<file path="config.mk">
export PLATFORM = sky130hd
export DESIGN_NAME = instruction_queue_flat
export DESIGN_NICKNAME = d
export VERILOG_FILES = /design/src/rtl/legv8_pkg.sv /design/src/rtl/instruction_queue_if.sv /design/src/rtl/queue_storage.sv /design/src/rtl/instruction_queue.sv /design/src/flat_wrapper.sv
export SDC_FILE = /design/constraint.sdc
export NUM_CORES = 1
export LEC_CHECK = 0
export CORE_ASPECT_RATIO = 1.25
export CORE_MARGIN = 4
export CORE_UTILIZATION = 52
export DETAILED_ROUTE_END_ITERATION = 16
export GPL_ROUTABILITY_DRIVEN = 1
export GPL_TIMING_DRIVEN = 0
export PLACE_DENSITY_LB_ADDON = 0.08
export SYNTH_ARGS = -nofsm -noshare
export SYNTH_HDL_FRONTEND = slang
export SYNTH_SLANG_ARGS = --single-unit
</file>
<file path="constraint.sdc">
create_clock -name clock -period 10.9 [get_ports clock]
set_input_delay 2.18 -clock clock [delete_from_list [all_inputs] [get_ports clock]]
set_output_delay 2.18 -clock clock [all_outputs]
set_load 0.03 [all_outputs]
</file>
<file path="src/rtl/legv8_pkg.sv">
// Shared LegV8 core types and widths used by the fetch/decode queue.
package legv8_pkg;
  localparam int LEGV8_INSTR_W = 32;
  localparam int LEGV8_ADDR_W  = 64;

  typedef logic [LEGV8_INSTR_W-1:0] instr_t;
  typedef logic [LEGV8_ADDR_W-1:0]  pc_t;
endpackage

</file>
<file path="src/rtl/instruction_queue_if.sv">
// Fetch/decode handshake bundle for instruction_queue.
// master = fetch + decode side (drives pushes, pops and flush), slave = queue.
interface instruction_queue_if
  import legv8_pkg::*;
#(
  parameter int N  = LEGV8_INSTR_W,
  parameter int AW = LEGV8_ADDR_W,
  parameter int CW = 3
);
  logic          in_valid;
  logic          in_ready;
  logic [N-1:0]  in_instr;
  logic [AW-1:0] in_pc;
  logic          out_valid;
  logic          out_ready;
  logic [N-1:0]  out_instr;
  logic [AW-1:0] out_pc;
  logic          flush;
  logic [CW-1:0] count;

  modport master (
    output in_valid, in_instr, in_pc, out_ready, flush,
    input  in_ready, out_valid, out_instr, out_pc, count
  );

  modport slave (
    input  in_valid, in_instr, in_pc, out_ready, flush,
    output in_ready, out_valid, out_instr, out_pc, count
  );
endinterface

</file>
<file path="src/rtl/queue_storage.sv">
// DEPTH x W register file: one synchronous write port, one asynchronous
// read port, all entries cleared by async reset.
module queue_storage #(
  parameter int DEPTH = 4,
  parameter int W     = 32,
  localparam int PW   = $clog2(DEPTH)
) (
  input  logic          clock,
  input  logic          reset,
  input  logic          we_i,
  input  logic [PW-1:0] waddr_i,
  input  logic [W-1:0]  wdata_i,
  input  logic [PW-1:0] raddr_i,
  output logic [W-1:0]  rdata_o
);
  logic [W-1:0] mem_q [DEPTH];

  // Entry write; contents persist across pops and flushes.
  always_ff @(posedge clock or posedge reset) begin
    if (reset) begin
      for (int i = 0; i < DEPTH; i++) mem_q[i] <= '0;
    end else if (we_i) begin
      mem_q[waddr_i] <= wdata_i;
    end
  end

  assign rdata_o = mem_q[raddr_i];
endmodule

</file>
<file path="src/rtl/instruction_queue.sv">
// DEPTH-entry instruction FIFO between fetch and decode.
// Optional macro INSTRUCTION_QUEUE_PC_TAG_EN builds a PC tag array alongside
// the instruction array; without it in_pc is ignored and out_pc reads 0.
module instruction_queue
  import legv8_pkg::*;
#(
  parameter int N     = LEGV8_INSTR_W,
  parameter int DEPTH = 4,
  parameter int AW    = LEGV8_ADDR_W
) (
  input logic                 clock,
  input logic                 reset,
  instruction_queue_if.slave  q
);
  localparam int PW = $clog2(DEPTH);
  localparam int CW = PW + 1;

  logic [PW-1:0] rd_ptr_q, rd_ptr_d;
  logic [PW-1:0] wr_ptr_q, wr_ptr_d;
  logic [CW-1:0] count_q, count_d;
  logic          push, pop;

  // Ready/valid come only from registered count, so a pop never frees a
  // slot for a push in the same cycle.
  assign q.in_ready  = (count_q < CW'(DEPTH));
  assign q.out_valid = (count_q != '0);
  assign q.count     = count_q;

  assign push = q.in_valid  && q.in_ready  && !q.flush;
  assign pop  = q.out_valid && q.out_ready && !q.flush;

  // Next pointers/count; flush returns everything to zero and wins over push/pop.
  always_comb begin
    rd_ptr_d = rd_ptr_q;
    wr_ptr_d = wr_ptr_q;
    count_d  = count_q;
    if (q.flush) begin
      rd_ptr_d = '0;
      wr_ptr_d = '0;
      count_d  = '0;
    end else begin
      if (push) wr_ptr_d = PW'(wr_ptr_q + 1'b1);
      if (pop)  rd_ptr_d = PW'(rd_ptr_q + 1'b1);
      if (push && !pop)      count_d = CW'(count_q + 1'b1);
      else if (pop && !push) count_d = CW'(count_q - 1'b1);
    end
  end

  // Pointer and occupancy registers.
  always_ff @(posedge clock or posedge reset) begin
    if (reset) begin
      rd_ptr_q <= '0;
      wr_ptr_q <= '0;
      count_q  <= '0;
    end else begin
      rd_ptr_q <= rd_ptr_d;
      wr_ptr_q <= wr_ptr_d;
      count_q  <= count_d;
    end
  end

  queue_storage #(.DEPTH(DEPTH), .W(N)) u_instr (
    .clock   (clock),
    .reset   (reset),
    .we_i    (push),
    .waddr_i (wr_ptr_q),
    .wdata_i (q.in_instr),
    .raddr_i (rd_ptr_q),
    .rdata_o (q.out_instr)
  );

`ifdef INSTRUCTION_QUEUE_PC_TAG_EN
  queue_storage #(.DEPTH(DEPTH), .W(AW)) u_pc (
    .clock   (clock),
    .reset   (reset),
    .we_i    (push),
    .waddr_i (wr_ptr_q),
    .wdata_i (q.in_pc),
    .raddr_i (rd_ptr_q),
    .rdata_o (q.out_pc)
  );
`else
  logic unused_pc;
  assign unused_pc = ^q.in_pc;
  assign q.out_pc  = '0;
`endif
endmodule

</file>
<file path="src/flat_wrapper.sv">
// flat-port wrapper written by rule: the top's interface ports become plain ports
module instruction_queue_flat import legv8_pkg::*;
#(
  parameter int N     = LEGV8_INSTR_W,
  parameter int DEPTH = 4,
  parameter int AW    = LEGV8_ADDR_W
)
  (clock, reset, q_in_valid, q_in_instr, q_in_pc, q_out_ready, q_flush, q_in_ready, q_out_valid, q_out_instr, q_out_pc, q_count);
  instruction_queue_if #(.N(N), .AW(AW), .CW(($clog2(DEPTH) + 1))) q_i ();
  input logic clock;
  input logic reset;
  input wire logic [$bits(q_i.in_valid)-1:0] q_in_valid;
  input wire logic [$bits(q_i.in_instr)-1:0] q_in_instr;
  input wire logic [$bits(q_i.in_pc)-1:0] q_in_pc;
  input wire logic [$bits(q_i.out_ready)-1:0] q_out_ready;
  input wire logic [$bits(q_i.flush)-1:0] q_flush;
  output wire logic [$bits(q_i.in_ready)-1:0] q_in_ready;
  output wire logic [$bits(q_i.out_valid)-1:0] q_out_valid;
  output wire logic [$bits(q_i.out_instr)-1:0] q_out_instr;
  output wire logic [$bits(q_i.out_pc)-1:0] q_out_pc;
  output wire logic [$bits(q_i.count)-1:0] q_count;
  assign q_i.in_valid = q_in_valid;
  assign q_i.in_instr = q_in_instr;
  assign q_i.in_pc = q_in_pc;
  assign q_i.out_ready = q_out_ready;
  assign q_i.flush = q_flush;
  assign q_in_ready = q_i.in_ready;
  assign q_out_valid = q_i.out_valid;
  assign q_out_instr = q_i.out_instr;
  assign q_out_pc = q_i.out_pc;
  assign q_count = q_i.count;
  instruction_queue #(.N(N), .DEPTH(DEPTH), .AW(AW)) u_core (.clock(clock), .reset(reset), .q(q_i));
endmodule
</file>
==> metrics.txt <==
status=finished clean; Core Area=~0.013 mm^2; via count=~3800; num ports=just over 200; Hold Crit Start=u_core.u_instr.mem_q[63]; Num CTS Buffers=17; Setup WS pre-CTS=about 6300 ps; register area=between 0.003 and 0.004 mm^2; Root Buffer=clkbuf_16; Cell Area, Synth=around 0.007 mm^2; overall routed net length=~14000 um; number of buffers added for setup after CTS=0; DRC viols=0; RSZ-0062 raised after global routing=no; FF+latch count, synth=between 100 and 150; synthesized area per cell=16.5 um^2; NetSw=858 uW; most numerous cell in the Yosys netlist=dfrtp_1; Startpoint Class=register; initial core utilization=53.6%; Total GRT Usage=a little under a fifth; vias in the first global route=roughly 4300; initial antenna violation count=0; largest net degree at the start of global routing=95; Global Route met1 Usage=24.2%; Gate power share=between 40 and 50%; GR met2 Demand/Resource=roughly 31%; final total power=~2.6 mW; clock power share=approximately a fifth; Hold Crit Depth=1; Slew Viols, Final=0; asr flop ratio synth=between 90% and 100%; gr busiest metal=met2; Top FF cell, synth=dfrtp_1; Syn Inst Count=approximately 440; dpl cells=between 700 and 800; Hold/Removal Path Class=register to register; n_diodes=0; Reg power frac=approximately a third; area taken by multi-input logic gates=about 0.0032 mm^2; WP data required=8720 ps; Peak VDD IR=about 0.16 mV; CP arrival=between 2000 and 3000 ps; Worst Path Max Fanout=10; Final period util=between 40% and 50%; clk buf depth=2; FP Rows=47; Iter 0 DRT Violations=205; Layout Nets=between 600 and 700; top post-synthesis cells by count=135 x dfrtp_1, 120 x mux2_4, 64 x buf_4, 32 x mux4_2, 12 x buf_12; worst setup margin=about 6000 ps; Worst Hold Endpoint=u_core.u_instr.mem_q[63]; Max Clk Rate=between 200 and 250 MHz; Die Footprint=between 0.015 and 0.02 mm^2; Max Cap Violations=0; launch point of the worst reg-to-reg path=u_core.q.count[2]; Clock Skews=roughly 5.7 ps; sequential area share after synthesis=roughly 47%; Synth top area share=a little under half; Setup Crit Path Kind=register to output pin; number of synthesized flops with an enable pin=0; M3 GR Usage=5.02%; worst hold slack=roughly 500 ps; Final setup viols=0; Congestion Overflow GR=0; HPWL Detailed=approximately 9400 um; fraction of layout cells with a size suffix above 1=46.8%; Ys Warns=0; worst reg2reg path endpoint=u_core.q.count[1]; Layout Cells excl Fill=about 770; area grow syn2layout=24.4%; Synth area leaders=dfrtp_1 47%, mux2_4 25%, mux4_2 10%, buf_4 6.7%, buf_12 3.4%; Die X=113 um; first-pass GRT wire length=about 23000 um; Die H=about 140 um; setup slack, reg-to-reg=8800 ps; switching part of the total=approximately 33%; clk sink count=around 140; crit end category=output pin; Via density=approximately 4.9; routability cong.=approximately 0.76; DR WL/cell=around 18 um; Clock Latency Late Sink=about 420 ps; htree depth=4; Cell Pwr Density=294 mW/mm^2; area leader, netlist=dfrtp_1; final hold violations=0; Reg2Reg Depth=7; Internal=~1.8 mW; Pleak=around 4.1 nW; Clock transition at path regs=60 ps; cts repair resizes=0; CTS tree=yes; CTS Hold Bufs=0; drt first pass iters=4; relative slew slack=approximately 44%; worst slew pin tran=844 ps; fillers=roughly 960; IO buf count=roughly 70; Unique masters post-synth=31; Final TNS setup=0 ps; post-route ant nets=0; Final min period=roughly 5000 ps
-- power by group through the flow --
stage	Clock [mW]	Sequential [mW]	Combinational [mW]
floorplan	0	0.826	0.901
global placement	0	0.846	1.21
detailed placement	0	0.857	1.23
CTS	0.542	0.858	1.24
global route	0.566	0.886	1.29
finish	0.535	0.859	1.22
-- flip-flops by register name, summed over array words and instances, names as in the netlist --
signal	count
u_core.q.count	3
u_core.rd_ptr_q	2
u_core.u_instr.mem_q	128
u_core.wr_ptr_q	2
-- routing by layer --
| layer | part of all wire [%] | wire (um) | vias up |
|---|---|---|---|
| met2 | 52 | 7280 | 101 |
| met4 | 1.8 | 256 | 0 |
| met1 | 42 | 5880 | 1956 |
| met5 | 0 | 0 | - |
| met3 | 4.6 | 654 | 21 |
| li1 | - | - | 1716 |
-- cells in the final DEF (no fill, tap or decap) --
cell,instances
a21oi_1,3
a221o_2,1
a2bb2oi_1,1
a311oi_1,1
and2_4,4
buf_12,12
buf_16,1
buf_2,4
buf_4,64
buf_6,5
bufinv_16,1
clkbuf_1,9
clkbuf_16,17
clkbuf_8,4
clkdlybuf4s50_1,72
clkinv_2,3
conb_1,64
dfrtp_1,135
fa_1,1
ha_1,4
inv_1,6
inv_6,1
mux2_2,9
mux2_4,120
mux2i_1,1
mux4_2,32
nand2_1,2
nand2b_1,1
nand3_1,3
nor2_1,7
nor2b_1,2
nor2b_2,1
nor2b_4,1
o21ai_0,2
o221ai_1,1
o31a_2,1
xnor2_1,3
xor2_1,1
-- worst max-delay path by stage --
stage,from,endpoint,cells after the start
6_report,u_core.rd_ptr_q[1],q_out_instr[8],4
2_1_floorplan,reset,u_core.q.count[0],1
5_1_grt,u_core.rd_ptr_q[1],q_out_instr[8],4
3_3_place_gp,reset,u_core.u_instr.mem_q[107],2
4_1_cts,u_core.rd_ptr_q[1],q_out_instr[8],4
3_5_place_dp,u_core.rd_ptr_q[1],q_out_instr[8],4
-- area by class of cell --
cell class	instances	share of cell area, %
buffer	90	9.16
clock buffer	25	5.56
clock inverter	4	0.506
inverter	7	0.351
multi-input combinational	266	35.7
sequential	135	37.9
tap	171	2.40
timing repair buffer	73	8.40
-- through the flow --
stage          cell area [um^2]  utilization (%)
2_1_floorplan              7400                -
3_3_place_gp               8330             62.4
3_5_place_dp               8360             62.7
4_1_cts                    8900             66.7
5_1_grt                    8900             66.7
6_report                   8900             66.7
-- logic make-up (layout without fill, tap and decap cells) --
kind of cell,Yosys count,after routing,share of synthesized area [%]
AOI/OAI and AO/OA,10,10,1.01
buffers and inverters,97,199,11.8
muxes,162,162,36.8
xor gates and xnor gates,4,4,0.489
DFF,135,135,47.2
other,1,64,0.0524
and+or+nand+nor,21,21,1.75
adders and majority gates,5,5,0.979
-- worst max-delay path, stage by stage (launching register included) --
cell and delay [ps]:
dfrtp_1 330, clkbuf_1 300, clkbuf_1 690, mux4_2 390, clkdlybuf4s50_1 680
Note: power is estimated with default switching activity, not from simulation.
